==> config.mk <==
export PLATFORM = sky130hd
export DESIGN_NAME = vga_timing_gen
export DESIGN_NICKNAME = d
export VERILOG_FILES = /design/src/rtl/vga_pkg.sv /design/src/rtl/vga_delay_line.sv /design/src/rtl/vga_timing_gen.sv
export SDC_FILE = /design/constraint.sdc
export NUM_CORES = 1
export LEC_CHECK = 0
export ABC_AREA = 1
export BUFFER_PORTS_ARGS = -buffer_cell sky130_fd_sc_hd__clkbuf_2
export CORE_MARGIN = 3
export CORE_UTILIZATION = 59
export CTS_CLUSTER_DIAMETER = 40
export DETAILED_ROUTE_END_ITERATION = 10
export GPL_ROUTABILITY_DRIVEN = 0
export GPL_TIMING_DRIVEN = 0
export PLACE_DENSITY = 0.88
export SETUP_SLACK_MARGIN = 0.4
export SKIP_CTS_REPAIR_TIMING = 1
export SKIP_LAST_GASP = 1
export SLEW_MARGIN = 20
export SYNTH_ARGS = -nofsm -noshare
export SYNTH_HDL_FRONTEND = slang
export SYNTH_SLANG_ARGS = --single-unit
==> constraint.sdc <==
create_clock -name CLK -period 3.6 [get_ports CLK]
set_input_delay 0.72 -clock CLK [delete_from_list [all_inputs] [get_ports CLK]]
set_output_delay 0.72 -clock CLK [all_outputs]
set_load 0.01 [all_outputs]
==> src/rtl/vga_pkg.sv <==
// Shared VGA raster constants, sync/blank bundle type and polarity helpers.
// Defaults describe 640x480@60 Hz at a 25 MHz pixel tick.
package vga_pkg;

  localparam int COORD_W         = 10;
  localparam int COORD_MAX_TOTAL = 1 << COORD_W;

  localparam int H_DISPLAY_DEF = 640;
  localparam int H_FRONT_DEF   = 16;
  localparam int H_SYNC_DEF    = 96;
  localparam int H_BACK_DEF    = 48;
  localparam int V_DISPLAY_DEF = 480;
  localparam int V_FRONT_DEF   = 10;
  localparam int V_SYNC_DEF    = 2;
  localparam int V_BACK_DEF    = 33;

  localparam int H_TOTAL_DEF = H_DISPLAY_DEF + H_FRONT_DEF + H_SYNC_DEF + H_BACK_DEF;
  localparam int V_TOTAL_DEF = V_DISPLAY_DEF + V_FRONT_DEF + V_SYNC_DEF + V_BACK_DEF;

  localparam logic SYNC_ACTIVE_LOW  = 1'b0;
  localparam logic SYNC_ACTIVE_HIGH = 1'b1;

  localparam int PIX_DELAY_DEF = 2;

  typedef struct packed {
    logic hsync;
    logic vsync;
    logic blank_n;
  } vga_sync_t;

  function automatic logic sync_level(input logic active, input logic pol);
    return active ? pol : ~pol;
  endfunction

  function automatic vga_sync_t sync_idle(input logic pol);
    vga_sync_t s;
    s.hsync   = ~pol;
    s.vsync   = ~pol;
    s.blank_n = 1'b1;
    return s;
  endfunction

endpackage

==> src/rtl/vga_delay_line.sv <==
// Enable-gated shift register used to align sync/blank with frame-buffer read
// latency; every stage resets to rst_val.
module vga_delay_line #(
  parameter int WIDTH = 1,
  parameter int DEPTH = 2
) (
  input  logic             clk,
  input  logic             rst,
  input  logic             en,
  input  logic [WIDTH-1:0] rst_val,
  input  logic [WIDTH-1:0] din,
  output logic [WIDTH-1:0] dout
);

  if (DEPTH < 1) begin : g_depth_err
    $error("vga_delay_line: DEPTH must be at least 1");
  end

  logic [WIDTH-1:0] stage_q [DEPTH];

  always_ff @(posedge clk or posedge rst) begin
    if (rst) begin
      for (int i = 0; i < DEPTH; i++) begin
        stage_q[i] <= rst_val;
      end
    end else if (en) begin
      stage_q[0] <= din;
      for (int i = 1; i < DEPTH; i++) begin
        stage_q[i] <= stage_q[i-1];
      end
    end
  end

  assign dout = stage_q[DEPTH-1];

endmodule

==> src/rtl/vga_timing_gen.sv <==
// Free-running VGA raster generator with registered, zero-skew sync/blank decodes.
// Define VGA_PIX_DELAY_EN to delay HSYNC/VSYNC/BLANK_N by PIX_DELAY pixel ticks.
module vga_timing_gen
  import vga_pkg::*;
#(
  parameter int   H_DISPLAY = H_DISPLAY_DEF,
  parameter int   H_FRONT   = H_FRONT_DEF,
  parameter int   H_SYNC    = H_SYNC_DEF,
  parameter int   H_BACK    = H_BACK_DEF,
  parameter int   V_DISPLAY = V_DISPLAY_DEF,
  parameter int   V_FRONT   = V_FRONT_DEF,
  parameter int   V_SYNC    = V_SYNC_DEF,
  parameter int   V_BACK    = V_BACK_DEF,
  parameter logic SYNC_POL  = SYNC_ACTIVE_LOW,
  parameter int   PIX_DELAY = PIX_DELAY_DEF
) (
  input  logic               CLK,
  input  logic               RESET,
  input  logic               ENABLE,
  output logic [COORD_W-1:0] X_CUR_COORD,
  output logic [COORD_W-1:0] Y_CUR_COORD,
  output logic               VIDEO_ON,
  output logic               HSYNC,
  output logic               VSYNC,
  output logic               BLANK_N,
  output logic               FRAME_START
);

  localparam int H_TOTAL = H_DISPLAY + H_FRONT + H_SYNC + H_BACK;
  localparam int V_TOTAL = V_DISPLAY + V_FRONT + V_SYNC + V_BACK;

  if (H_TOTAL > COORD_MAX_TOTAL) begin : g_h_total_err
    $error("vga_timing_gen: H_TOTAL exceeds coordinate range");
  end
  if (V_TOTAL > COORD_MAX_TOTAL) begin : g_v_total_err
    $error("vga_timing_gen: V_TOTAL exceeds coordinate range");
  end
  if (PIX_DELAY < 0) begin : g_pix_delay_err
    $error("vga_timing_gen: PIX_DELAY must not be negative");
  end

  localparam logic [COORD_W-1:0] H_LAST       = COORD_W'(H_TOTAL - 1);
  localparam logic [COORD_W-1:0] V_LAST       = COORD_W'(V_TOTAL - 1);
  localparam logic [COORD_W-1:0] H_VIS_END    = COORD_W'(H_DISPLAY);
  localparam logic [COORD_W-1:0] V_VIS_END    = COORD_W'(V_DISPLAY);
  localparam logic [COORD_W-1:0] H_SYNC_FIRST = COORD_W'(H_DISPLAY + H_FRONT);
  localparam logic [COORD_W-1:0] H_SYNC_LAST  = COORD_W'(H_DISPLAY + H_FRONT + H_SYNC - 1);
  localparam logic [COORD_W-1:0] V_SYNC_FIRST = COORD_W'(V_DISPLAY + V_FRONT);
  localparam logic [COORD_W-1:0] V_SYNC_LAST  = COORD_W'(V_DISPLAY + V_FRONT + V_SYNC - 1);

  localparam vga_sync_t SYNC_IDLE = sync_idle(SYNC_POL);

  logic [COORD_W-1:0] x_q, y_q;
  logic [COORD_W-1:0] x_next, y_next;
  logic               frame_wrap;
  logic               h_active, v_active;
  logic               video_q, video_next;
  logic               frame_q;
  vga_sync_t          sync_q, sync_next;

  always_comb begin
    x_next     = x_q;
    y_next     = y_q;
    frame_wrap = 1'b0;
    if (x_q < H_LAST) begin
      x_next = x_q + 1'b1;
    end else begin
      x_next = '0;
      if (y_q < V_LAST) begin
        y_next = y_q + 1'b1;
      end else begin
        y_next     = '0;
        frame_wrap = 1'b1;
      end
    end
  end

  // Decode the upcoming coordinate so the registered flags line up with X/Y.
  always_comb begin
    h_active          = (x_next >= H_SYNC_FIRST) && (x_next <= H_SYNC_LAST);
    v_active          = (y_next >= V_SYNC_FIRST) && (y_next <= V_SYNC_LAST);
    video_next        = (x_next < H_VIS_END) && (y_next < V_VIS_END);
    sync_next         = SYNC_IDLE;
    sync_next.hsync   = sync_level(h_active, SYNC_POL);
    sync_next.vsync   = sync_level(v_active, SYNC_POL);
    sync_next.blank_n = video_next;
  end

  always_ff @(posedge CLK or posedge RESET) begin
    if (RESET) begin
      x_q     <= '0;
      y_q     <= '0;
      video_q <= 1'b1;
      sync_q  <= SYNC_IDLE;
      frame_q <= 1'b0;
    end else begin
      frame_q <= ENABLE & frame_wrap;
      if (ENABLE) begin
        x_q     <= x_next;
        y_q     <= y_next;
        video_q <= video_next;
        sync_q  <= sync_next;
      end
    end
  end

  assign X_CUR_COORD = x_q;
  assign Y_CUR_COORD = y_q;
  assign VIDEO_ON    = video_q;
  assign FRAME_START = frame_q;

`ifdef VGA_PIX_DELAY_EN
  logic [$bits(vga_sync_t)-1:0] sync_dly;

  vga_delay_line #(
    .WIDTH ($bits(vga_sync_t)),
    .DEPTH (PIX_DELAY)
  ) u_sync_dly (
    .clk     (CLK),
    .rst     (RESET),
    .en      (ENABLE),
    .rst_val (SYNC_IDLE),
    .din     (sync_q),
    .dout    (sync_dly)
  );

  vga_sync_t sync_out;
  assign sync_out = vga_sync_t'(sync_dly);
  assign HSYNC    = sync_out.hsync;
  assign VSYNC    = sync_out.vsync;
  assign BLANK_N  = sync_out.blank_n;
`else
  assign HSYNC   = sync_q.hsync;
  assign VSYNC   = sync_q.vsync;
  assign BLANK_N = sync_q.blank_n;
`endif

endmodule
==> summary by stage, run 1 <==
STA
Timing would allow up to slightly above 500 MHz. The final clock skew is 0.008365 ns. Setup repair after global routing left no endpoint under its margin. The number of max-slew violations in the final report is 0. Setup violations remaining at the end of the flow were counted as 0. The final worst-path cycle share is 53.67%.

The final hold slack is 0.4907 ns. The worst-margin pin slew is 0.9048 ns. The count of endpoints failing hold in the final timing report is 0. The worst pin sits at a relative slew slack of 39.62%.

For the finished layout, the period the worst path requires is 1.932 ns. For the final routed database, the setup TNS stands at 0 ns.

CTS
The clock reaches the later pin of the worst-skew pair after 0.33 ns. The longest clock path from root to sink contains 2 buffers. The number of buffers created by CTS is 3. The clock transition at the registers of the reported paths is between 0.1 and 0.15 ns.

The TritonCTS clock tree is yes. The clock drives 24 sinks. In this run the clock root is driven by a sky130_fd_sc_hd__clkbuf_4. In this run the number of H-tree levels came out at 1.

Detailed routing
The wire length per cell after detailed routing is 13.18 um. In the routed design, unresolved DRC markers number 0. The overall via count from detail_route is 1509.

The final layout contains routed wiring with a total length of roughly 3700 um. The number of violations reported at the end of detailed-routing iteration 0 is 55. Once detail routing completed, the nets flagged for antenna violations numbered 0. After detailed routing, the number of vias per cell comes to 5.428. The number of iterations in the first detailed-routing pass is 4.

Setup path
The worst path required time is roughly 3.9 ns. The signal arrival time at the worst endpoint is 2.20 ns. The largest single stage delay on the critical path is 0.44 ns.

Along the worst path, the maximum fanout reaches 10. For the worst flop-to-flop path, the logic depth is 12. The setup check on the worst reg-to-reg path leaves a slack of 1.67 ns. The worst setup path is captured at a register. The cell at the slowest stage of the critical path is sky130_fd_sc_hd__dfrtp_1. The critical path goes through ha_1 > nand2_1 > nor2_4 > nor2_2 > nor2_4 > inv_2 > buf_6 > nand3_2 > a21oi_1 > nor2_1 > o21ai_1 > nand2_1. The endpoint of the worst-slack reg-to-reg timing path is BLANK_N. The critical path is of the reg2reg type. The most critical setup path has its startpoint at X_CUR_COORD[0]. The worst flop-to-flop path startpoint is X_CUR_COORD[0]. The nature of the critical path startpoint is a register.

Min path
The worst hold path begins at BLANK_N. The min-delay analysis places its worst path in the category reg2reg. The hold-critical path endpoint is BLANK_N. The hold path depth is 2.

Global routing
Entering global routing, the biggest net connects 25 pins. The number of antenna violations at the first check in global routing is 0. The via count of the first global-routing pass is 1360. Across every metal layer, demand over resource in global routing totals 24.12%. The global-route congestion overflow total is 0. The first global-routing pass estimated between 6000 and 7000 um of wire.

Yosys
The count of flip-flops with a built-in enable after synthesis is 0. In this run, synthesis produced a sequential element count of 24. After synthesis, the cell types taking the most area are sky130_fd_sc_hd__dfrtp_1, sky130_fd_sc_hd__nand2_1, sky130_fd_sc_hd__o21ai_0. For this run, the number of Yosys warnings is 0. For this run, the leading register cell type out of synthesis is sky130_fd_sc_hd__dfrtp_1. The share of the synthesized area in the top cell type is around 34%. The net count after synthesis is 222.

The sequential fraction of the synthesis area is about two fifths. The synthesized area per cell is slightly above 7 sq um. After synthesis, the share of flip-flops with an asynchronous set or reset is between 90% and 100%. The combined area of all synthesized cells is 1560 sq um. The post-synthesis cell type count is 31.

After technology mapping, the gate count stands at 217. Of all cell types, the one taking the most synthesized area is sky130_fd_sc_hd__dfrtp_1.

Power and ir drop
Power spread over the standard cell area amounts to 602.9 nW/um^2. IR analysis of the VDD net gives a maximum drop of 0.5207 mV. Summed over all cells, the static leakage comes to 0.0009289 uW.

Place
Once detailed placement completed, the half-perimeter wirelength came to 2711 um. During placement, the flow inserted port buffers numbering 27.

Job
Max-cap violations in this run came to 0.

Floorplan
The floorplan step defined a die boundary enclosing 3298 sq um. For this configuration, the core starts out at a cell density of 62.41%. After floorplanning, the core was sized to cover 2500 sq um. The floorplan step set the die width to about 57 um.

The count of pins on the block boundary is 28. The floorplan step set the die height to 57.43 um. The row count is 18.

Final layout
The antenna diode count is 0. The area overhead of the layout relative to synthesis is 12.75%. Of the cells placed in the final design, the portion with a size suffix greater than 1 is roughly a fifth. The net total in the final layout is 254.

Status
The flow ran to the end, and the final reports show no timing, DRC or antenna violations.
==> report_power, final <==
group          switching [uW]  total [uW]  internal, uW
clock                    86.3         130          43.5
sequential                104         450           345
combinational             293         481           188
==> worst max path at each step <==
stage | to | slack, ns | cells past startpoint
2_1_floorplan | VSYNC | 1.94 | 12
3_3_place_gp | BLANK_N | 1.73 | 12
3_5_place_dp | BLANK_N | 1.71 | 12
4_1_cts | BLANK_N | 1.66 | 12
5_1_grt | BLANK_N | 1.51 | 12
6_report | BLANK_N | 1.67 | 12
==> layout make-up <==
class,instances,area (sq um)
sequential,24,604.3
multi-input combinational,154,783.3
buffer,7,52.55
inverter,32,120.1
tap,30,37.54
clock buffer,4,26.28
fill,243,740.7
timing repair buffer,27,135.1
==> through the flow <==
step                cell area [sq um]  setup WS, ns  cells  util, %  power (uW)
floorplan                        1560         1.945    217        -       774.1
global placement                 1733         1.731    274    69.32       914.1
detailed placement               1733         1.707    274    69.32       930.9
CTS                              1759         1.661    278    70.37        1060
global route                     1759         1.513    278    70.37        1148
finish                           1759         1.668    278    70.37        1061
==> per-layer routing <==
layer	GRT usage [%]	vias to the layer above	wire length (um)
met5	0	-	0
met4	9.934	0	53
met3	2.715	5	245
met2	37.26	52	1721
met1	34.34	687	1643
li1	-	765	-
==> cell families (layout without fill, tap and decap cells) <==
kind of cell / after synthesis / count (layout) / synth area share [%]
xor+xnor: 3 / 3 / 1.684
buf+inv: 39 / 70 / 11.07
compound gates: 36 / 36 / 12.91
fa+ha+maj: 2 / 2 / 1.604
simple gates: 113 / 113 / 34.00
flops: 24 / 24 / 38.73
==> critical path: cells and delay by family (launching register included) <==
family          cells  cell delay (ns)
flops               1             0.44
compound gates      2             0.28
fa+ha+maj           1             0.24
simple gates        7             0.63
buf+inv             2             0.27
==> synthesized netlist by cell type, types with 3 or more instances <==
cell,n
sky130_fd_sc_hd__buf_6,3
sky130_fd_sc_hd__clkbuf_1,3
sky130_fd_sc_hd__dfrtp_1,21
sky130_fd_sc_hd__dfstp_2,3
sky130_fd_sc_hd__inv_1,31
sky130_fd_sc_hd__nand2_1,55
sky130_fd_sc_hd__nand3_1,19
sky130_fd_sc_hd__nand3_2,3
sky130_fd_sc_hd__nand4_1,6
sky130_fd_sc_hd__nor2_1,19
sky130_fd_sc_hd__o21ai_0,24
sky130_fd_sc_hd__o21ai_1,3
sky130_fd_sc_hd__xor2_1,3
==> sequential cells by signal (all words and copies together), names as in the netlist <==
name         count
X_CUR_COORD     10
HSYNC            1
Y_CUR_COORD     10
VSYNC            1
FRAME_START      1
BLANK_N          1
==> placed cells by master (no fill, tap or decap), types with 2 or more instances in the layout <==
| master | synthesis | routed |
|---|---|---|
| sky130_fd_sc_hd__a21oi_1 | 2 | 2 |
| sky130_fd_sc_hd__dfstp_2 | 3 | 3 |
| sky130_fd_sc_hd__nor3b_1 | 2 | 2 |
| sky130_fd_sc_hd__clkbuf_4 | 0 | 3 |
| sky130_fd_sc_hd__buf_6 | 3 | 3 |
| sky130_fd_sc_hd__inv_1 | 31 | 31 |
| sky130_fd_sc_hd__xor2_1 | 3 | 3 |
| sky130_fd_sc_hd__nand4_1 | 6 | 6 |
| sky130_fd_sc_hd__nor2_4 | 2 | 2 |
| sky130_fd_sc_hd__o21ai_1 | 3 | 3 |
| sky130_fd_sc_hd__nand3_2 | 3 | 3 |
| sky130_fd_sc_hd__clkbuf_1 | 3 | 4 |
| sky130_fd_sc_hd__a21oi_2 | 2 | 2 |
| sky130_fd_sc_hd__dfrtp_1 | 21 | 21 |
| sky130_fd_sc_hd__clkbuf_2 | 0 | 27 |
| sky130_fd_sc_hd__nand2_1 | 55 | 55 |
| sky130_fd_sc_hd__nand3_1 | 19 | 19 |
| sky130_fd_sc_hd__nor2_2 | 2 | 2 |
| sky130_fd_sc_hd__ha_1 | 2 | 2 |
| sky130_fd_sc_hd__o21ai_0 | 24 | 24 |
| sky130_fd_sc_hd__nor2_1 | 19 | 19 |
Power figures use the tool's default switching activity.
==> run 2: changes to the inputs <==
--- a/config.mk
+++ b/config.mk
@@ -8,12 +8,12 @@
 export ABC_AREA = 1
 export BUFFER_PORTS_ARGS = -buffer_cell sky130_fd_sc_hd__clkbuf_2
 export CORE_MARGIN = 3
-export CORE_UTILIZATION = 59
+export CORE_UTILIZATION = 55
 export CTS_CLUSTER_DIAMETER = 40
 export DETAILED_ROUTE_END_ITERATION = 10
 export GPL_ROUTABILITY_DRIVEN = 0
 export GPL_TIMING_DRIVEN = 0
-export PLACE_DENSITY = 0.88
+export PLACE_DENSITY = 0.83
 export SETUP_SLACK_MARGIN = 0.4
 export SKIP_CTS_REPAIR_TIMING = 1
 export SKIP_LAST_GASP = 1
==> constraint.sdc (replaced) <==
create_clock -name CLK -period 1.8 [get_ports CLK]
set_input_delay 0.36 -clock CLK [delete_from_list [all_inputs] [get_ports CLK]]
set_output_delay 0.36 -clock CLK [all_outputs]
set_load 0.01 [all_outputs]
==> summary by stage, run 2 (synthesis gave the netlist of run 1 again) <==
Final layout
The final core area utilization came to 72.51% (+2.1 points). In the layout the commonest cells are sky130_fd_sc_hd__nand2_1, sky130_fd_sc_hd__inv_1, sky130_fd_sc_hd__clkbuf_2. The antenna diode count came to 0 (unchanged). The total of fill cells in the finished design was 207 (-15%). The net total in the final layout came to 261 (+2.8%).

The flip-flop and latch area is 606.8 sq um (+0.41%). The combined area of the multi-input logic cells is 832.0 sq um (+6.2%). The fraction of final layout cells with drive strength greater than 1 came to 30.20% (+8.8 points). The commonest non-fill, non-tap cell in the layout is sky130_fd_sc_hd__nand2_1. The area growth from synthesis to layout is 20.37%. The total non-filler cell area in the finished layout is 1878 sq um (+6.8%).

Global routing
The global routing usage on met3 is 2.179% (-0.54 points). The via count of the first global-routing pass came to 1416 (+4.1%). The overall track demand over capacity in global routing came to 22.46% (-1.7 points). The first-pass GRT wire length is 6134 um (-0.55%).

The number of antenna violations at the first check in global routing came to 0 (unchanged). The global-route congestion overflow total came to 0 (unchanged). The global routing met2 resource utilization is 36.35% (-0.91 points). The fraction of met1 tracks used by global routing is 31.50% (-2.8 points). met2 is the most crowded layer.

The maximum number of pins on one net before global-route repair is 25 (unchanged).

Power and ir drop
The total leakage power was 0.0009720 uW (+4.6%). The power density normalized to cell area is 1200 nW/um^2 (+99%). The worst ir drop on vdd was 0.9439 mV (+81%).

Job
The number of max-cap violations came to 0 (unchanged).

STA
Setup repair after global routing could not meet its margin everywhere. The count of endpoints failing hold in the final timing report is 0 (unchanged). The worst-margin pin slew is 0.9203 ns (+0.01556 ns).

The number of max-slew violations in the final report is 0 (unchanged). The final worst-path cycle share is 98.60% (+45 points). The shortest period the worst path allows is 1.775 ns (-0.1573 ns). The maximum clock frequency is 563.4 MHz (+8.9%). The relative slew slack came to 38.58% (-1.0 points).

The worst path setup slack after routing came to 0.02519 ns (-1.643 ns). The final clock skew is 0.01187 ns (+0.003508 ns). The number of failing setup endpoints in the final timing report is 0 (unchanged). The final total negative setup slack was 0 ns (unchanged).

Setup path
In this run the critical register-to-register path is launched from X_CUR_COORD[0]. The slowest stage of the critical path is the sky130_fd_sc_hd__dfrtp_1 cell. The endpoint of the worst-slack reg-to-reg timing path is BLANK_N.

The path depth of the worst reg2reg path was 12 (unchanged). The peak fanout along the critical path is 6 (-4). The worst stage delay on the critical path is 0.40 ns (-0.04 ns). The library cell appearing most often on the critical path is sky130_fd_sc_hd__nor2_4. The register-to-register setup slack is 0.03 ns (-1.64 ns). The signal arrival time at the worst endpoint is 2.03 ns (-0.17 ns). The nature of the critical path startpoint is a register. The type of destination of the critical path is a register. The signal on the critical path passes through ha_2 > nand2_2 > nor2_4 > nor2_4 > nor2_4 > inv_2 > buf_6 > nand3_2 > a21oi_2 > nor2_1 > o21ai_2 > nand2_1. The critical path class is reg2reg.

The worst path required time came to 2.06 ns (-1.81 ns).

CTS
The buffer depth of the longest clock path came to 2 (unchanged). The clock transition at the registers of the reported paths is 0.14 ns (about the same). TritonCTS built the clock tree. The clock latency of the later-clocked register in the worst-skew pair came to 0.31 ns (-0.02 ns). The number of H-tree levels was 1 (unchanged). The clock root buffer master is sky130_fd_sc_hd__clkbuf_4. The sink count of the clock tree is 24 (unchanged). The number of buffers created by CTS is 3 (unchanged).

Floorplan
The count of pins on the block boundary is 28 (unchanged). The height of the die is 59.26 um (+3.2%). The area of the die came to 3512 sq um (+6.5%). The row count is 18 (unchanged).

The chip width was 59.26 um (+3.2%). The area of the core is 2590 sq um (+3.6%). The effective utilization at floorplan is 60.24% (-2.2 points).

Place
The number of I/O port buffers is 27 (unchanged). The placement-stage cell area was 1743 sq um (+0.58%). The placement-stage worst setup slack is -0.01244 ns (-1.719 ns).

The half-perimeter wire length of the detailed placement result came to 2775 um (+2.3%).

Detailed routing
The final antenna-violating net count is 0 (unchanged). The detailed-route vias per instance is 5.442 (+0.26%). The overall via count from detail_route is 1551 (+2.8%).

The wire length per cell after detailed routing is 12.96 um (-1.7%). The number of violations reported at the end of detailed-routing iteration 0 is 120 (+120%). The number of iterations in the first detailed-routing pass is 4 (unchanged). The number of DRC violations after detailed routing is 0 (unchanged).

The post-detailed-routing wire length is 3694 um (+0.82%).

Status
The run finished with clean final reports.

Min path
The type of the most critical hold path is in2async.
## run 2: cell count changes in the layout (fill, tap and decap cells not counted), moves of 3 or more
cell / previous run / this run
sky130_fd_sc_hd__buf_2: 0 / 3
sky130_fd_sc_hd__buf_4: 1 / 5
sky130_fd_sc_hd__nand2_1: 55 / 49
sky130_fd_sc_hd__nand2_2: 1 / 7
sky130_fd_sc_hd__o21ai_0: 24 / 15
sky130_fd_sc_hd__o21ai_1: 3 / 10
## run 2: cell type report
| type | count | area share, % |
|---|---|---|
| timing repair buffer | 34 | 10.06 |
| inverter | 32 | 6.396 |
| sequential | 24 | 32.31 |
| multi-input combinational | 154 | 44.30 |
| buffer | 7 | 2.998 |
| tap | 30 | 1.999 |
| clock buffer | 4 | 1.932 |
## run 2: through the flow
step | hold WS (ns) | power (uW) | cells
2_1_floorplan | 0.3724 | 1566 | 217
3_3_place_gp | 0.4649 | 1857 | 274
3_5_place_dp | 0.4779 | 1884 | 274
4_1_cts | 0.2287 | 2183 | 278
5_1_grt | 0.2724 | 2439 | 285
6_report | 0.1977 | 2254 | 285
## run 2: metal layers
metal,wire (um),part of all wire [%],vias to the layer above
met5,0,0,-
met4,59,1.6,0
met3,232,6.3,8
met2,1701,46,52
met1,1700,46,714
li1,-,-,777
## run 2: power breakdown
group	total, uW	switching [uW]	leakage [uW]	internal, uW
clock network	287	164	0.0000210	123
registers	898	203	0.000292	694
logic	1070	634	0.000659	435
## run 2: critical path: cells and delay by family, from the launching register on
| family | cells | cell delay, ns |
|---|---|---|
| DFF | 1 | 0.40 |
| buffers and inverters | 2 | 0.24 |
| and+or+nand+nor | 7 | 0.72 |
| adders and majority gates | 1 | 0.21 |
| AOI/OAI and AO/OA | 2 | 0.15 |
## run 2: how the worst max path moves through the flow
stage                   start       to  cells past startpoint
2_1_floorplan  X_CUR_COORD[0]    VSYNC                     12
3_3_place_gp   X_CUR_COORD[0]  BLANK_N                     12
3_5_place_dp   X_CUR_COORD[0]  BLANK_N                     12
4_1_cts        X_CUR_COORD[0]  BLANK_N                     12
5_1_grt        X_CUR_COORD[0]  BLANK_N                     12
6_report       X_CUR_COORD[0]  BLANK_N                     12
